### src/rtl/sensor_pkg.sv
// rtl/sensor_pkg.sv - shared constants and level-consistency helper for the sensor path
package sensor_pkg;

    localparam int CH_LOW  = 0;
    localparam int CH_MID  = 1;
    localparam int CH_HIGH = 2;
    localparam int CH_AUX0 = 3;
    localparam int CH_AUX1 = 4;

    localparam int DEF_TICK_DIV  = 50000;
    localparam int DEF_DEB_COUNT = 4;

    // A wet upper sensor with a dry lower one cannot happen in a real tank.
    function automatic logic level_bad(input logic low, input logic mid, input logic high);
        return (high & ~mid) | (high & ~low) | (mid & ~low);
    endfunction

endpackage

### src/rtl/debounce_ch.sv
// rtl/debounce_ch.sv - single-channel synchronizer and tick-driven debounce counter
module debounce_ch
    import sensor_pkg::*;
#(
    parameter int DEB_COUNT = DEF_DEB_COUNT
) (
    input  logic clk,
    input  logic rst_n,
    input  logic raw_in,
    input  logic tick,
    output logic stable_out,
    output logic flip
);

    localparam int CW = (DEB_COUNT > 1) ? $clog2(DEB_COUNT) : 1;
    localparam logic [CW-1:0] CNT_MAX = CW'(DEB_COUNT - 1);

    logic          meta_q;
    logic          sync_q;
    logic          stable_q, stable_d;
    logic [CW-1:0] cnt_q, cnt_d;

    always_ff @(posedge clk or negedge rst_n) begin
        if (!rst_n) begin
            meta_q   <= 1'b0;
            sync_q   <= 1'b0;
            stable_q <= 1'b0;
            cnt_q    <= '0;
        end else begin
            meta_q   <= raw_in;
            sync_q   <= meta_q;
            stable_q <= stable_d;
            cnt_q    <= cnt_d;
        end
    end

    // Any matching sample restarts the run, so only an unbroken streak flips.
    always_comb begin
        stable_d = stable_q;
        cnt_d    = cnt_q;
        flip     = 1'b0;
        if (tick) begin
            if (sync_q == stable_q) begin
                cnt_d = '0;
            end else if (cnt_q == CNT_MAX) begin
                stable_d = ~stable_q;
                cnt_d    = '0;
                flip     = 1'b1;
            end else begin
                cnt_d = cnt_q + CW'(1);
            end
        end
    end

    assign stable_out = stable_q;

endmodule

### src/rtl/sensor_conditioner.sv
// rtl/sensor_conditioner.sv - sample prescaler, per-channel debounce, change strobe and level fault latch
module sensor_conditioner
    import sensor_pkg::*;
#(
    parameter int N_CH      = 5,
    parameter int TICK_DIV  = DEF_TICK_DIV,
    parameter int DEB_COUNT = DEF_DEB_COUNT
) (
    input  logic            clk,
    input  logic            rst_n,
    input  logic [N_CH-1:0] sens_raw,
    input  logic            clr_err,
    output logic [N_CH-1:0] sens_stable,
    output logic            sens_chg,
    output logic            sens_err,
    output logic            tick
);

    localparam int PW = $clog2(TICK_DIV);
    localparam logic [PW-1:0] PRESC_TOP = PW'(TICK_DIV - 1);

    logic [PW-1:0]   presc_q, presc_d;
    logic            chg_q, chg_d;
    logic            err_q, err_d;
    logic [N_CH-1:0] flip_vec;
    logic            bad;

    always_ff @(posedge clk or negedge rst_n) begin
        if (!rst_n) begin
            presc_q <= '0;
            chg_q   <= 1'b0;
            err_q   <= 1'b0;
        end else begin
            presc_q <= presc_d;
            chg_q   <= chg_d;
            err_q   <= err_d;
        end
    end

    assign tick = (presc_q == PRESC_TOP);

    for (genvar g = 0; g < N_CH; g++) begin : g_ch
        debounce_ch #(
            .DEB_COUNT (DEB_COUNT)
        ) u_ch (
            .clk        (clk),
            .rst_n      (rst_n),
            .raw_in     (sens_raw[g]),
            .tick       (tick),
            .stable_out (sens_stable[g]),
            .flip       (flip_vec[g])
        );
    end

    assign bad = level_bad(sens_stable[CH_LOW], sens_stable[CH_MID], sens_stable[CH_HIGH]);

    // Set dominates clear so a fault cannot be acknowledged while still present.
    always_comb begin
        presc_d = tick ? '0 : presc_q + PW'(1);
        chg_d   = |flip_vec;
        err_d   = err_q;
        if (bad) begin
            err_d = 1'b1;
        end else if (clr_err) begin
            err_d = 1'b0;
        end
    end

    assign sens_chg = chg_q;
    assign sens_err = err_q;

endmodule
### config.mk
export PLATFORM = sky130hd
export DESIGN_NAME = sensor_conditioner
export DESIGN_NICKNAME = d
export VERILOG_FILES = /design/src/rtl/sensor_pkg.sv /design/src/rtl/debounce_ch.sv /design/src/rtl/sensor_conditioner.sv
export SDC_FILE = /design/constraint.sdc
export NUM_CORES = 1
export LEC_CHECK = 0
export ABC_AREA = 1
export BUFFER_PORTS_ARGS = -buffer_cell sky130_fd_sc_hd__buf_2
export CORE_AREA = 5 5 79 81
export DETAILED_ROUTE_END_ITERATION = 16
export DIE_AREA = 0 0 84 86
export PLACE_DENSITY = 0.58
export RECOVER_POWER = 50
export SLEW_MARGIN = 20
export SYNTH_ARGS = -nofsm -noshare
export SYNTH_HDL_FRONTEND = slang
export SYNTH_HIERARCHICAL = 1
export SYNTH_SLANG_ARGS = --single-unit
### constraint.sdc
create_clock -name clk -period 1.79 [get_ports clk]
set_clock_uncertainty 0.05 [all_clocks]
set_input_delay 0.4475 -clock clk [delete_from_list [all_inputs] [get_ports clk]]
set_output_delay 0.4475 -clock clk [all_outputs]
set_load 0.1 [all_outputs]
==> results by group, run 1 <==
Finish
  • Final #Nets: around 310
  • Finished Core Util: 46.57%
  • Fillers: about 520
  • P&R area growth vs syn: 20.26%
  • Most frequent cells in the layout: nand2_1, dfrtp_1, inv_1
  • ANT cells: 0
  • Leading cell type in the layout, fill and taps excluded: nand2_1
  • Finished Cell Area: 2517 sq um
  • Layout cells sized above 1: around a quarter

Power and ir drop
  • Clock power frac: 36.8%
  • Sw frac: ~22%
  • Pint: 0.001264 W
  • Pleak: around 1.4 nW
  • Sw Pwr: 0.0003596 W
  • Pwr dens: 645.1 nW/um^2
  • Combinational power share: 2.4%
  • Worst VDD drop: 0.0002754 V
  • Sequential fraction of design power: 60.8%

Die
  • Die area: 7224 sq um
  • Core Box Area: 5405 sq um
  • I/O pin total: 16
  • Initial Util: 38.73%
  • Die H: 86 um
  • Die Wd: 84 um
  • Rows: 27

Timing
  • Tmin final: 1.832 ns
  • Final Worst Setup Slack: -0.04182 ns
  • Period Utilization, post-route: 102.3%
  • Worst slew pin tran: 1.215 ns
  • Peak Freq: approximately 550 MHz
  • Max-slew headroom: 19.00%
  • Fin. Hold Viols: 0
  • Unrepaired setup endpoints after global routing: true
  • Endpoints failing setup: 1
  • Slew Viols, Final: 0

Global routing
  • Initial antenna violation count: 0
  • GRT Util Overall: 11.91%
  • Grt total ovfl: 0
  • First-pass GRT wire length: 6.941 mm
  • Number of global-route vias before repair: 1613
  • Largest net degree at the start of global routing: 24

Clock tree
  • Hold buffer count at cts: 0
  • CTS H-tree lvls: 2
  • Clk slew on worst S/H paths: approximately 0.080 ns
  • Clk sinks: 43
  • CTS tree: built
  • TritonCTS Buffers: 5
  • Worst-Skew Late Latency: 0.30 ns
  • Clock root buffer: clkbuf_8
  • Bufs on Longest Clock Path: 2

Yosys
  • Flip-flop and latch count after synthesis: 43
  • Post-synthesis sequential area ratio: around half
  • Distinct cells, synth: 20
  • Syn_nets: 264
  • Yosys warnings: 6
  • Synthesized area: 2093 sq um
  • Average size of a mapped cell: 8.373 sq um
  • Syn Inst Count: 250

Worst setup path
  • CP delay by family, top: flip-flops
  • CP arrival: 1.33 ns
  • CP Buf/Inv Count: 2
  • Worst setup EP type: output port
  • Flop2flop setup slack: around 0.16 ns
  • CP Class: reg2out
  • Max stage delay on crit path: 0.36 ns
  • R2R Path End: sens_chg
  • Critical path peak fanout: 2
  • Worst-case reg-to-reg path depth: 11
  • Critical path launch point: presc_q[0]
  • Critical path's slowest cell: dfrtp_1
  • Critical Path RT: 1.29 ns
  • Worst r2r src: presc_q[0]
  • Worst path cell trace: ha_2, nand3_2, nor2_2, nand2_2, clkinv_4, buf_12
  • Crit path launch type: register

Run status
  • Failing checks: negative setup slack
  • Status: finished, violations left

Drt
  • Final WL: 3.868 mm
  • Via density: 4.518
  • Routed WL per cell: about 11 um
  • Initial DRC count: 75
  • Final antenna-violating net count: 0
  • Drt drc: 0
  • TritonRoute pass-1 iters: 4
  • Via count: 1649

Place
  • Final Wtd Congestion: 0.7983
  • Area after DPL: 2346 sq um
  • Placement Setup Slack: 0.1070 ns
  • PortBufs: 15
  • HPWL after DPL: 2.875 mm

Hold path
  • Cells on Worst Hold Path: 1
  • HP Start: sens_raw[2]
  • Hold Path Class: in2reg
  • WHS Endpoint: g_ch[2].u_ch/meta_q

Run
  • Max Cap Viol: 0
==> state kept, by name (all words and copies together) (netlist names) <==
signal                flops
g_ch.u_ch/stable_out      5
sens_chg                  1
g_ch.u_ch/cnt_q          10
g_ch.u_ch/sync_q          5
sens_err                  1
g_ch.u_ch/meta_q          5
presc_q                  16
==> logic make-up (layout without fill, tap and decap cells) <==
group	Yosys count	after routing	share of synthesized area, %
and+or+nand+nor	143	143	32.22
adders and majority gates	6	6	3.586
buffers and inverters	43	86	7.710
xor gates and xnor gates	5	5	2.092
DFF	43	43	51.40
AOI/OAI and AO/OA	10	10	2.988
==> per-stage QoR <==
stage	hold slack (ns)	instances	TNS (ns)	total power, W
after floorplan	0.1019	250	0	0.001017
after global placement	0.2810	346	0	0.001050
after detailed placement	0.2858	346	0	0.001051
after CTS	0.06757	362	-0.06789	0.001653
after global routing	0.1825	365	-0.1394	0.001701
final	0.2016	365	-0.04182	0.001624
==> final cells by class <==
cell class | instances | area [sq um] | area share (%)
Clock buffer | 6 | 72.57 | 2.883
Inverter | 43 | 166.4 | 6.610
Multi-Input combinational cell | 164 | 863.3 | 34.29
Timing Repair Buffer | 35 | 236.5 | 9.394
Tap cell | 72 | 90.09 | 3.579
Clock inverter | 2 | 12.51 | 0.4970
Sequential cell | 43 | 1076 | 42.74
==> layer usage <==
metal,part of all wire [%],GRT usage (%)
met3,3.8,3.842
met5,0,0
met4,1.9,5.263
met2,46,19.38
met1,48,14.48
==> power by group through the flow <==
stage | clock (W) | sequential [W] | combinational (W)
after floorplan | 0 | 0.00101 | 0.0000112
after global placement | 0 | 0.00101 | 0.0000428
after global routing | 0.000665 | 0.000989 | 0.0000467
after CTS | 0.000622 | 0.000988 | 0.0000436
final | 0.000598 | 0.000988 | 0.0000388
after detailed placement | 0 | 0.00101 | 0.0000435
==> Yosys cell counts <==
cell,number,share of area (%)
ha_1,6,3.6
nand3b_1,1,0.36
nand3_1,6,1.4
nor3_1,3,0.72
o21ai_0,1,0.24
inv_1,37,6.6
nor2_2,5,1.5
nand3_2,6,2.9
nand4_1,17,5.1
nand2_2,7,2.1
a221o_1,1,0.48
nand2_1,60,11
a31oi_1,6,1.8
o21ai_1,1,0.24
a21oi_1,1,0.24
dfrtp_1,43,51
xor2_1,5,2.1
inv_2,6,1.1
nor2_1,37,6.6
nor3_4,1,0.78
==> how the worst max path moves through the flow <==
stage,endpoint,cells after the start
2_1_floorplan,tick,5
3_3_place_gp,tick,6
3_5_place_dp,tick,6
4_1_cts,tick,6
5_1_grt,tick,6
6_report,tick,6
==> timing repair <==
| item | 4_1_cts | 5_1_grt |
|---|---|---|
| buffers inserted | 8 | 3 |
| endpoints found under the setup margin | 1 | 2 |
| pin swaps | 2 | 2 |
| gates resized for setup | 3 | 3 |
==> worst register-to-register path, delay by kind of cell (launching register included) <==
family	cells	cell delay (ns)
buffers and inverters	4	0.49
DFF	1	0.39
and+or+nand+nor	6	0.39
adders and majority gates	1	0.20
No activity file was read; power rests on OpenSTA's default activity.
==> inputs of run 2 (changes only) <==
Settings changed: CORE_AREA 5 5 79 81 to 5 5 90 92, DIE_AREA 0 0 84 86 to 0 0 95 97, PLACE_DENSITY 0.58 to 0.48.
==> run 2 against run 1 <==
Effect of this change: the run still ends with negative setup slack left; wire length up 4.8%; combinational power up 3%; cell area up 2.0%; register-to-register slack got worse by 0.04 ns; sequential power is essentially flat; setup slack worse by 0.018 ns; highest routed layer unchanged.
==> results by group, run 2 (synthesis results as in run 1) <==
Finish
  • Max reg flops: 16 (unchanged)
  • P&R area growth vs syn: 22.71% (was 20.26%)
  • Layout cells sized above 1: 22.22% (was 23.55%)
  • Most frequent cells in the layout: nand2_1, dfrtp_1, inv_1 (unchanged)
  • ANT cells: 0 (unchanged)
  • Finished Core Util: 35.99% (was 46.57%)
  • Fillers: 773 (was 522)
  • Final #Nets: 301 (was 306)
  • Leading cell type in the layout, fill and taps excluded: nand2_1 (unchanged)
  • Biggest registers after layout: presc_q (16), g_ch.u_ch/cnt_q (10) (unchanged)
  • Non-filler cells, final: 387 (was 365)
  • Largest Register: presc_q (unchanged)

Timing
  • Slew Viols, Final: 0 (unchanged)
  • Worst slew pin tran: 1.019 ns (was 1.215 ns)
  • Endpoints failing setup: 1 (unchanged)
  • Worst hold slack: 0.2054 ns (was 0.2016 ns)
  • Fin. Hold Viols: 0 (unchanged)
  • Max-slew headroom: 32.06% (was 19.00%)
  • TNS Setup: -0.05966 ns (was -0.04182 ns)
  • Unrepaired setup endpoints after global routing: true (unchanged)
  • Peak Freq: 540.6 MHz (was 545.9 MHz)
  • Period Utilization, post-route: 103.3% (was 102.3%)
  • Tmin final: 1.850 ns (was 1.832 ns)
  • Final Worst Setup Slack: -0.05966 ns (was -0.04182 ns)

Worst setup path
  • Crit path launch type: register (unchanged)
  • Max stage delay on crit path: 0.36 ns (about the same)
  • Critical path's slowest cell: dfrtp_1 (unchanged)
  • Worst setup EP type: output port (unchanged)
  • CP arrival: 1.35 ns (was 1.33 ns)
  • Critical path peak fanout: 2 (unchanged)
  • Worst path cell trace: ha_2, nand3_2, nor2_2, nand2_2, clkinv_4, buf_12 (unchanged)
  • CP Class: reg2out (unchanged)
  • Critical Path RT: 1.29 ns (about the same)

Clock tree
  • TritonCTS Buffers: 5 (unchanged)
  • Bufs on Longest Clock Path: 2 (unchanged)
  • Worst-Skew Late Latency: 0.29 ns (was 0.30 ns)
  • Clk slew on worst S/H paths: 0.08 ns (about the same)
  • CTS H-tree lvls: 2 (unchanged)
  • CTS tree: built (unchanged)
  • Clk sinks: 43 (unchanged)
  • Clock root buffer: clkbuf_8 (unchanged)

Global routing
  • GRT Util Overall: 9.818% (was 11.91%)
  • First-pass GRT wire length: 7.210 mm (was 6.941 mm)
  • Largest net degree at the start of global routing: 20 (was 24)
  • Grt total ovfl: 0 (unchanged)
  • Number of global-route vias before repair: 1602 (was 1613)
  • Initial antenna violation count: 0 (unchanged)

Power and ir drop
  • Worst VDD drop: 0.0004976 V (was 0.0002754 V)
  • Pwr dens: 747.7 nW/um^2 (was 645.1 nW/um^2)
  • Pleak: 1.363 nW (was 1.356 nW)

Run
  • Max Cap Viol: 0 (unchanged)

Drt
  • TritonRoute pass-1 iters: 4 (unchanged)
  • Final WL: 4.055 mm (was 3.868 mm)
  • Final antenna-violating net count: 0 (unchanged)
  • Via count: 1669 (was 1649)
  • Routed WL per cell: 10.48 um (was 10.60 um)
  • Drt drc: 0 (unchanged)
  • Initial DRC count: 54 (was 75)
  • Via density: 4.313 (was 4.518)

Die
  • Rows: 31 (was 27)
  • Die Wd: 95 um (was 84 um)
  • Initial Util: 29.33% (was 38.73%)
  • I/O pin total: 16 (unchanged)
  • Die area: 9215 sq um (was 7224 sq um)
  • Core Box Area: 7137 sq um (was 5405 sq um)
  • Die H: 97 um (was 86 um)

Run status
  • Status: finished, violations left (unchanged)
  • Failing checks: negative setup slack (unchanged)

Hold path
  • Hold Path Class: in2reg (unchanged)

Place
  • HPWL after DPL: 2.990 mm (was 2.875 mm)
  • PortBufs: 15 (unchanged)
  • Placed cell count: 373 (was 346)
  • Final Wtd Congestion: 0.7464 (was 0.7983)
run 2: what timing repair did:
action                                  in CTS  in global routing
endpoints found under the setup margin       1                  9
pin swaps                                    1                  0
setup buffers                                6                  0
endpoints found under the hold margin        0                  0
gates resized for setup                      2                  4
hold buffers                                 0                  0
run 2: layout make-up:
cell class	count	area [sq um]	area share, %
Clock buffer	6	72.57	2.825
Inverter	43	166.4	6.478
Tap cell	99	123.9	4.822
Multi-Input combinational cell	164	865.8	33.71
Timing Repair Buffer	30	203.9	7.940
Clock inverter	2	60.06	2.338
Sequential cell	43	1076	41.89
run 2: worst paths after layout:
kind | to | start | cells after the start | slack [ns]
worst max-delay path | tick | presc_q[1] | 6 | -0.06
worst min-delay path | g_ch[3].u_ch/meta_q | sens_raw[3] | 1 | 0.21
worst max register to register | sens_chg | presc_q[0] | 11 | 0.12
worst min register to register | g_ch[4].u_ch/sync_q | g_ch[4].u_ch/meta_q | 0 | 0.30
max in group asynchronous | presc_q[13] | rst_n | 2 | 0.54
min in group asynchronous | g_ch[3].u_ch/cnt_q[0] | rst_n | 1 | 0.25
run 2: routing by layer:
metal | global-route usage, % | up-vias | part of all wire (%)
li1 | - | 866 | -
met1 | 13.08 | 781 | 50
met2 | 15.13 | 18 | 45
met3 | 2.793 | 4 | 3.4
met4 | 3.330 | 0 | 1.2
met5 | 0 | - | 0
run 2: power by group:
part	total, W	internal (W)	switching [W]
clock	0.000893	0.000558	0.000335
sequential	0.000988	0.000982	0.00000606
combinational	0.0000400	0.0000100	0.0000299
total	0.00192	0.00155	0.000371
run 2: critical path, delay by kind of cell (launching register included):
kind | cells | cell delay (ns)
adder cells (fa/ha/maj) | 1 | 0.19
AND/OR/NAND/NOR | 3 | 0.27
buffers and inverters | 2 | 0.23
flip-flops | 1 | 0.36
run 2: stage by stage:
step           worst slack [ns]  total power (W)  cell area, sq um
6_report               -0.05966         0.001921              2569
5_1_grt                 -0.1430         0.002005              2569
4_1_cts                -0.09822         0.001970              2562
3_5_place_dp            0.06548         0.001051              2380
3_3_place_gp            0.09251         0.001051              2380
2_1_floorplan           0.05399         0.001017              2098
